===== src/rtl/fp_pkg.sv =====
// Shared floating-point datapath definitions: FSM state encoding, default widths
// and the one-bit right-shift-with-sticky step used by the aligner and normalizer.
package fp_pkg;

  localparam int unsigned EXP_WIDTH_DEF      = 8;
  localparam int unsigned MANTISSA_WIDTH_DEF = 23;
  localparam int unsigned MANT_W             = MANTISSA_WIDTH_DEF + 1;
  localparam int unsigned MAX_SHIFT          = MANTISSA_WIDTH_DEF + 2;

  // Wide enough for any {mantissa, guard, round} working register in the datapath.
  localparam int unsigned STEP_W = 128;

  typedef enum logic [1:0] {
    IDLE  = 2'd0,
    SHIFT = 2'd1,
    DONE  = 2'd2
  } state_t;

  typedef struct packed {
    logic [STEP_W-1:0] work;
    logic              sticky;
  } step_t;

  function automatic int unsigned count_width(input int unsigned max_shift);
    return $clog2(max_shift + 1);
  endfunction

  // Shift the LSB-aligned working register right by one; the bit leaving the round
  // position is folded into sticky.
  function automatic step_t shift_step(input logic [STEP_W-1:0] work, input logic sticky);
    step_t res;
    res.work   = work >> 1;
    res.sticky = sticky | work[0];
    return res;
  endfunction

endpackage


===== src/rtl/denormalizer.sv =====
// Multi-cycle mantissa aligner: shifts a normalized mantissa right by
// (target - exponent), one bit per clock, producing guard/round/sticky bits.
module denormalizer
  import fp_pkg::*;
#(
  parameter int unsigned EXP_WIDTH      = EXP_WIDTH_DEF,
  parameter int unsigned MANTISSA_WIDTH = MANTISSA_WIDTH_DEF
) (
  input  logic                      clock_in,
  input  logic                      reset_n_in,
  input  logic                      valid_in,
  output logic                      ready_out,
  input  logic [EXP_WIDTH-1:0]      expoent_in,
  input  logic [MANTISSA_WIDTH:0]   mantissa_in,
  input  logic [EXP_WIDTH-1:0]      target_e_in,
  output logic                      valid_out,
  input  logic                      ready_in,
  output logic [EXP_WIDTH-1:0]      denorm_e_out,
  output logic [MANTISSA_WIDTH:0]   denorm_m_out,
  output logic                      guard_out,
  output logic                      round_out,
  output logic                      sticky_out,
  output logic                      error_out
);

  localparam int unsigned MW     = MANTISSA_WIDTH + 1;
  localparam int unsigned WORK_W = MW + 2;
  localparam int unsigned MAX_SH = MANTISSA_WIDTH + 2;
  localparam int unsigned CNT_W  = count_width(MAX_SH);
  localparam int unsigned DIFF_W = EXP_WIDTH + 1;

  state_t                state_q, state_d;
  logic [WORK_W-1:0]     work_q, work_d;
  logic                  sticky_q, sticky_d;
  logic [CNT_W-1:0]      count_q, count_d;
  logic [EXP_WIDTH-1:0]  exp_q, exp_d;
  logic                  error_q, error_d;
  logic                  valid_q, valid_d;
  logic                  ready_q, ready_d;

  logic [DIFF_W-1:0]     diff;
  step_t                 step;
  logic                  unused_step;

  assign diff        = DIFF_W'(target_e_in) - DIFF_W'(expoent_in);
  assign step        = shift_step(STEP_W'(work_q), sticky_q);
  assign unused_step = ^step.work[STEP_W-1:WORK_W];

  // Next-state and datapath load/shift decisions.
  always_comb begin
    state_d  = state_q;
    work_d   = work_q;
    sticky_d = sticky_q;
    count_d  = count_q;
    exp_d    = exp_q;
    error_d  = error_q;

    case (state_q)
      IDLE: begin
        if (valid_in) begin
          // MSB of the widened difference set means target < exponent, including wraps.
          if (diff[DIFF_W-1]) begin
            work_d   = {mantissa_in, 2'b00};
            sticky_d = 1'b0;
            exp_d    = expoent_in;
            error_d  = 1'b1;
            state_d  = DONE;
          end else if (diff == '0) begin
            work_d   = {mantissa_in, 2'b00};
            sticky_d = 1'b0;
            exp_d    = target_e_in;
            error_d  = 1'b0;
            state_d  = DONE;
          end else if (diff <= DIFF_W'(MAX_SH)) begin
            work_d   = {mantissa_in, 2'b00};
            sticky_d = 1'b0;
            count_d  = CNT_W'(diff);
            exp_d    = target_e_in;
            error_d  = 1'b0;
            state_d  = SHIFT;
          end else begin
            work_d   = '0;
            sticky_d = |mantissa_in;
            exp_d    = target_e_in;
            error_d  = 1'b0;
            state_d  = DONE;
          end
        end
      end
      SHIFT: begin
        work_d   = step.work[WORK_W-1:0];
        sticky_d = step.sticky;
        count_d  = count_q - CNT_W'(1);
        if (count_q == CNT_W'(1)) state_d = DONE;
      end
      DONE: begin
        if (ready_in) begin
          error_d = 1'b0;
          state_d = IDLE;
        end
      end
      default: state_d = IDLE;
    endcase

    ready_d = (state_d == IDLE);
    valid_d = (state_d == DONE);
  end

  always_ff @(posedge clock_in) begin
    if (!reset_n_in) begin
      state_q  <= IDLE;
      work_q   <= '0;
      sticky_q <= 1'b0;
      count_q  <= '0;
      exp_q    <= '0;
      error_q  <= 1'b0;
      valid_q  <= 1'b0;
      ready_q  <= 1'b1;
    end else begin
      state_q  <= state_d;
      work_q   <= work_d;
      sticky_q <= sticky_d;
      count_q  <= count_d;
      exp_q    <= exp_d;
      error_q  <= error_d;
      valid_q  <= valid_d;
      ready_q  <= ready_d;
    end
  end

  assign ready_out    = ready_q;
  assign valid_out    = valid_q;
  assign denorm_e_out = exp_q;
  assign denorm_m_out = work_q[WORK_W-1:2];
  assign guard_out    = work_q[1];
  assign round_out    = work_q[0];
  assign sticky_out   = sticky_q;
  assign error_out    = error_q;

endmodule


===== config.mk =====
export PLATFORM = sky130hd
export DESIGN_NAME = denormalizer
export DESIGN_NICKNAME = d
export VERILOG_FILES = /design/src/rtl/fp_pkg.sv /design/src/rtl/denormalizer.sv
export SDC_FILE = /design/constraint.sdc
export NUM_CORES = 1
export LEC_CHECK = 0
export ABC_AREA = 1
export BUFFER_PORTS_ARGS = -buffer_cell sky130_fd_sc_hd__buf_2
export CAP_MARGIN = 20
export CORE_ASPECT_RATIO = 0.6
export CORE_MARGIN = 5
export CORE_UTILIZATION = 38
export CTS_CLUSTER_SIZE = 14
export DETAILED_ROUTE_END_ITERATION = 6
export HOLD_SLACK_MARGIN = 0.03
export REMOVE_ABC_BUFFERS = 1
export SETUP_SLACK_MARGIN = 0.02
export SYNTH_ARGS = -nofsm -noshare
export SYNTH_HDL_FRONTEND = slang
export SYNTH_SLANG_ARGS = --single-unit

===== constraint.sdc =====
create_clock -name clock_in -period 3.5 [get_ports clock_in]
set_clock_uncertainty 0.05 [all_clocks]
set_input_delay 0.525 -clock clock_in [delete_from_list [all_inputs] [get_ports clock_in]]
set_output_delay 0.525 -clock clock_in [all_outputs]
set_load 0.1 [all_outputs]

==> results of run 1 <==
final timing paths:
| kind | slack [ns] | cells past startpoint | endpoint | start |
|---|---|---|---|---|
| hold reg to reg | 0.43 | 2 | work_q[1]$_SDFFE_PN0P_ | work_q[1]$_SDFFE_PN0P_ |
| setup reg to reg | 1.31 | 6 | work_q[14]$_SDFFE_PN0P_ | state_q[0]$_SDFF_PN0_ |
| hold / removal | 0.43 | 2 | work_q[1]$_SDFFE_PN0P_ | work_q[1]$_SDFFE_PN0P_ |
| setup / recovery | 0.88 | 15 | work_q[16]$_SDFFE_PN0P_ | target_e_in[0] |
report_power, final:
group	internal (mW)	switching, mW
logic	0.138	0.432
clock network	0.357	0.205
registers	0.546	0.0234
total	1.04	0.661
stage by stage:
stage	hold WS (ns)	power (mW)	setup WS, ns	std cells
2_1_floorplan	0.405	1.02	0.761	395
3_3_place_gp	0.419	1.14	0.683	584
3_5_place_dp	0.418	1.14	0.603	584
4_1_cts	0.429	1.71	0.885	592
5_1_grt	0.465	1.79	0.682	593
6_report	0.431	1.70	0.882	593
area by class of cell:
class,instances,area share [%]
well taps,104,3.65
clock inverters,2,1.05
inverters,68,7.17
multi-input cells,282,45.9
clock buffers,6,3.90
flip-flops and latches,45,25.3
repair buffers,86,13.0
flip-flops by register name (all words and copies together), names as in the netlist:
register,flops
work_q,26
denorm_e_out,8
count_q,5
state_q,2
error_out,1
ready_out,1
sticky_out,1
valid_out,1
critical path: stages:
cell and delay [ns]:
buf_2 0.07, inv_1 0.05, ha_1 0.19, fa_1 0.40, nand3b_2 0.26, nand2_2 0.13, nand2_4 0.07, nand2_1 0.08
nand2_1 0.05, nand2_1 0.05, nor2_1 0.04, nand2_1 0.17, nand3_4 0.36, nand2_1 0.17, a21oi_1 0.08
kinds of logic after synthesis:
family,count (synthesis)
buffers and inverters,84
AO/OA/AOI/OAI,92
adder cells (fa/ha/maj),12
flip-flops,45
AND/OR/NAND/NOR,174
XOR/XNOR,4
cell usage in the layout (no fill, tap or decap), types with 5 or more instances in the layout:
| cell type | n |
|---|---|
| a22oi_1 | 23 |
| nand2_2 | 22 |
| nand3_1 | 18 |
| o21ai_0 | 12 |
| nand2_1 | 70 |
| nand4_1 | 7 |
| a21oi_1 | 23 |
| ha_1 | 11 |
| a21oi_2 | 21 |
| inv_1 | 67 |
| buf_2 | 81 |
| nor2_1 | 46 |
| dfxtp_1 | 45 |
| clkbuf_16 | 5 |
| o211ai_1 | 9 |
per-layer routing:
layer,global-route usage (%),part of all wire (%)
met2,22.5,41
met3,3.92,5.8
met4,3.91,0.86
met1,26.9,53
met5,0,0
==> metrics.md, run 1 <==
| Metric | Value |
|---|---|
| Floorplan die height | 77.4 um |
| Ant. Diodes | 0 |
| Sequential area share after synthesis | 31.3% |
| Count of max-cap constraint violations | 0 |
| Fraction of the mapped netlist area in compound gates | 22.1% |
| Status | complete, no violations |
| Number of iterations in the first detailed-routing pass | 5 |
| Worst EP arrival | 2.71 ns |
| Top fanout value on the critical path | 24 |
| DR vias/cell | 4.73 |
| I/O pin count | 82 |
| Area growth from synthesis to layout | 23.7% |
| Bufs on Longest Clock Path | 2 |
| Placed Instance Area | 3360 sq um |
| Maximum clock frequency | 382 MHz |
| Summed instance area of the synthesized netlist | 2880 sq um |
| Dominant cells by area after synthesis | dfxtp_1 31%, nand2_1 9.1%, inv_1 8.7% |
| Clock tree root buffer cell | clkbuf_16 |
| Final design area excluding fillers | 3560 sq um |
| Number of CTS-inserted buffers | 5 |
| Setup total negative slack | 0 ns |
| Startpoint types | primary input |
| Peak supply drop | 223 uV |
| Clock slew seen by the registers of the worst setup and hold paths | 0.07 ns |
| Storage cell area | 901 sq um |
| Aggregate global routing overflow | 0 |
| P_leak | 1.79 nW |
| Sink Count | 45 |
| Kind of end point of the critical path | flop |
| Clock Latency Late Sink | 0.29 ns |
| Starting density of the core | 39.3% |
| Mux cell area share after synthesis | 0% |
| Number of warnings issued by yosys | 0 |
| Unique cell type count in the Yosys netlist | 30 |
| Vias in the first global route | 2600 |
| # Post-CTS Setup Buffers | 0 |
| Top_reg_cell synth | dfxtp_1 |
| WS Path Type | in2reg |
| Floorplan Core Area | 7330 sq um |
| Chip width | 122 um |
| Count of final max-slew check failures | 0 |
| Count of mapped cells out of synthesis | 411 |
| Per-cell routed wire length | 13.4 um |
| Hold bufs inserted after CTS | 0 |
| Rows | 24 |
| Final count of negative-setup-slack endpoints | 0 |
| Yosys reg bits | 45 |
| Post-detailed-route count of antenna-violating nets | 0 |
| GRT Overall Usage | 16.9% |
| Final worst-path cycle share | 74.8% |
| Worst slew margin relative to its limit | 30.5% |
| Number of enable-type register cells in the synthesized netlist | 0 |
| Post-layout utilization of the core | 48.6% |
| Count of nets after finishing | 544 |
| CTS tree | done |
| Vias | 2804 |
| Library cell occupying the most area in the post-synthesis netlist | dfxtp_1 |
| Mean cell area of the mapped netlist | 7.00 sq um |
| Fraction of synthesis flops using an asynchronous set or reset pin | 0% |
| CP required | 3.59 ns |
| Filler Cells Inserted | 784 |
| Adder and majority cell fraction of the synthesized area | 5.48% |
| Area of combinational cells with multiple inputs | 1640 sq um |
| Area share of the leading cell type in the synthesized netlist | 31.3% |
| Post-detailed-route DRC marker count | 0 |
| Share of post-route cells with drive strength above 1 | 29.9% |
| Slew at the pin closest to its max-slew limit | 1.04 ns |
| Detailed Route WL | 7930 um |
| Most repeated cell in the gate-level netlist after synthesis | nand2_1 |
| Initial antenna violation count | 0 |
| Post-synthesis share of cell area spent on xor and xnor gates | 1.22% |
| Total number of H-tree levels | 2 |
| Simple-gate area share of the yosys netlist | 27.8% |
| Global-route wire length before repair | 13000 um |
| Half-perimeter wire length of the detailed placement result | 6020 um |
| Number of hold-slack violations in the final timing report | 0 |
| PortBufs | 81 |
| Hold WC Path Type | reg2reg |
| Die Footprint | 9470 sq um |
| Final weighted congestion of routability-driven global placement | 0.815 |
| Number of DRC markers in iteration 0 | 201 |
| Main combinational cell family by area after synthesis | simple AND/OR/NAND/NOR gates |
| Power density normalized to cell area | 478 nW/um^2 |
| RSZ-0062 raised after global routing | no |
| Most frequent cells after synthesis | 70 x nand2_1, 67 x inv_1, 48 x nor2_1 |
| Maximum number of pins on one net before global-route repair | 34 |
| CTS resizes | 0 |
| Final critical delay including setup and external delays | 2.62 ns |
Note: power is estimated with default switching activity, not from simulation.
==> run 2: changes to the inputs <==
==> constraint.sdc (replaced) <==
create_clock -name clock_in -period 2.7 [get_ports clock_in]
set_clock_uncertainty 0.05 [all_clocks]
set_input_delay 0.405 -clock clock_in [delete_from_list [all_inputs] [get_ports clock_in]]
set_output_delay 0.405 -clock clock_in [all_outputs]
set_load 0.1 [all_outputs]
==> metrics.md, run 2 (synthesis gave the netlist of run 1 again) <==
| Metric | Value |
|---|---|
| CP required | 2.87 ns |
| Final design area excluding fillers | 3580 sq um |
| Ant. Diodes | 0 |
| Number of hold-slack violations in the final timing report | 0 |
| Hold WC Path Type | in2reg |
| Post-detailed-route count of antenna-violating nets | 0 |
| Number of DRC markers in iteration 0 | 183 |
| Count of max-cap constraint violations | 0 |
| PortBufs | 81 |
| Post-layout utilization of the core | 48.9% |
| Aggregate global routing overflow | 0 |
| Maximum clock frequency | 423 MHz |
| Global-route wire length before repair | 13000 um |
| I/O pin count | 82 |
| Final weighted congestion of routability-driven global placement | 0.864 |
| Startpoint types | primary input |
| GRT Overall Usage | 16.7% |
| Status | complete, no violations |
| Critical path, cell by cell | buf_2, inv_1, ha_1, fa_1, xor2_1, nand2_1, nor2_1, nand3_1, nor2_1, nand2_1, nand3_4, buf_12, nand2_1, a21oi_1 |
| Clock slew seen by the registers of the worst setup and hold paths | 0.07 ns |
| Launch instance of the worst min-delay path | mantissa_in[17] |
| Combined buffer and inverter count along the critical path | 3 |
| Hold bufs inserted after CTS | 0 |
| Vias in the first global route | 2565 |
| Kind of end point of the critical path | flop |
| Largest register FFs | 26 |
| WS Path Type | in2reg |
| Peak supply drop | 344 uV |
| Maximum number of pins on one net before global-route repair | 27 |
| Share of post-route cells with drive strength above 1 | 30.4% |
| RSZ-0062 raised after global routing | no |
| Final critical delay including setup and external delays | 2.37 ns |
| Clock Latency Late Sink | 0.29 ns |
| Rows | 24 |
| Count of final max-slew check failures | 0 |
| P_leak | 1.80 nW |
| Count of nets after finishing | 548 |
| DR vias/cell | 4.81 |
| Highest-count cells in the layout ignoring fill and taps | 81 x buf_2, 70 x nand2_1, 67 x inv_1 |
| Floorplan Core Area | 7330 sq um |
| Startpoint of the most critical setup path | target_e_in[0] |
| Cell Count, Final, Fillers Out | 597 |
| Leading cell type in the layout, fill and taps excluded | buf_2 |
| CTS tree | done |
| Per-cell routed wire length | 13.2 um |
| # Post-CTS Setup Buffers | 0 |
| Detailed Route WL | 7890 um |
| Final worst-path cycle share | 87.6% |
| Bufs on Longest Clock Path | 2 |
| Floorplan die height | 77.4 um |
| Delay of the slowest cell on the worst path | 0.39 ns |
| Placed Instance Area | 3400 sq um |
| Clock tree root buffer cell | clkbuf_16 |
| Chip width | 122 um |
| CTS resizes | 0 |
| Slew at the pin closest to its max-slew limit | 0.628 ns |
| Top fanout value on the critical path | 23 |
| Final count of negative-setup-slack endpoints | 0 |
| Post-detailed-route DRC marker count | 0 |
| Starting density of the core | 39.3% |
| Vias | 2871 |
| Half-perimeter wire length of the detailed placement result | 6050 um |
| Die Footprint | 9470 sq um |
| Area growth from synthesis to layout | 24.4% |
| Worst-path cell with the longest stage delay | fa_1 |
| Initial antenna violation count | 0 |
| Sink Count | 45 |
| Number of iterations in the first detailed-routing pass | 4 |
| Worst EP arrival | 2.53 ns |
| Power density normalized to cell area | 615 nW/um^2 |
| Placed cell count | 588 |
| Number of CTS-inserted buffers | 5 |
| Dominant delay contributor by cell family on the critical path | simple AND/OR/NAND/NOR gates |
| Worst slew margin relative to its limit | 58.1% |
| Most flop-heavy register | work_q |
| Critical Path Most Common Cell | nand2_1 |
| Crit Reg-Reg Startpoint | state_q[1]$_SDFF_PN0_ |
| Total number of H-tree levels | 2 |
-- run 2: tightest hold or removal path, stage by stage --
cell     delay [ns]
buf_2          0.11
inv_1          0.04
nor2_1         0.04
nand2_2        0.06
a21oi_2        0.04
-- run 2: layer usage --
| metal | share of wire [%] | up-vias | global-route usage (%) |
|---|---|---|---|
| li1 | - | 1502 | - |
| met5 | 0 | - | 0 |
| met3 | 5.2 | 8 | 4.14 |
| met1 | 53 | 1297 | 26.4 |
| met4 | 0.95 | 0 | 4.47 |
| met2 | 40 | 64 | 22.0 |
-- run 2: final timing paths --
path	endpoint	slack (ns)	cells past startpoint
worst max-delay path	work_q[16]$_SDFFE_PN0P_	0.33	14
worst min-delay path	work_q[19]$_SDFFE_PN0P_	0.39	5
worst max register to register	work_q[11]$_SDFFE_PN0P_	0.82	8
worst min register to register	work_q[0]$_SDFFE_PN0P_	0.43	2
-- run 2: cell type report --
| type | count | area (sq um) |
|---|---|---|
| Clock buffer | 5 | 125 |
| Tap cell | 104 | 130 |
| Multi-Input combinational cell | 282 | 1640 |
| Sequential cell | 45 | 901 |
| Fill cell | 753 | 3740 |
| Clock inverter | 3 | 46.3 |
| Inverter | 68 | 255 |
| Timing Repair Buffer | 90 | 489 |
-- run 2: through the flow --
stage	setup TNS [ns]	worst slack [ns]	power (mW)	hold slack, ns
5_1_grt	0	0.150	2.30	0.412
3_5_place_dp	0	0.0465	1.49	0.429
6_report	0	0.334	2.20	0.393
4_1_cts	0	0.349	2.21	0.390
2_1_floorplan	-0.791	-0.0391	1.32	0.405
3_3_place_gp	0	0.0697	1.49	0.417
-- run 2: power by group --
part | switching [mW] | total (mW) | internal, mW
Clock | 0.279 | 0.717 | 0.438
Sequential | 0.0301 | 0.738 | 0.708
Combinational | 0.562 | 0.747 | 0.185
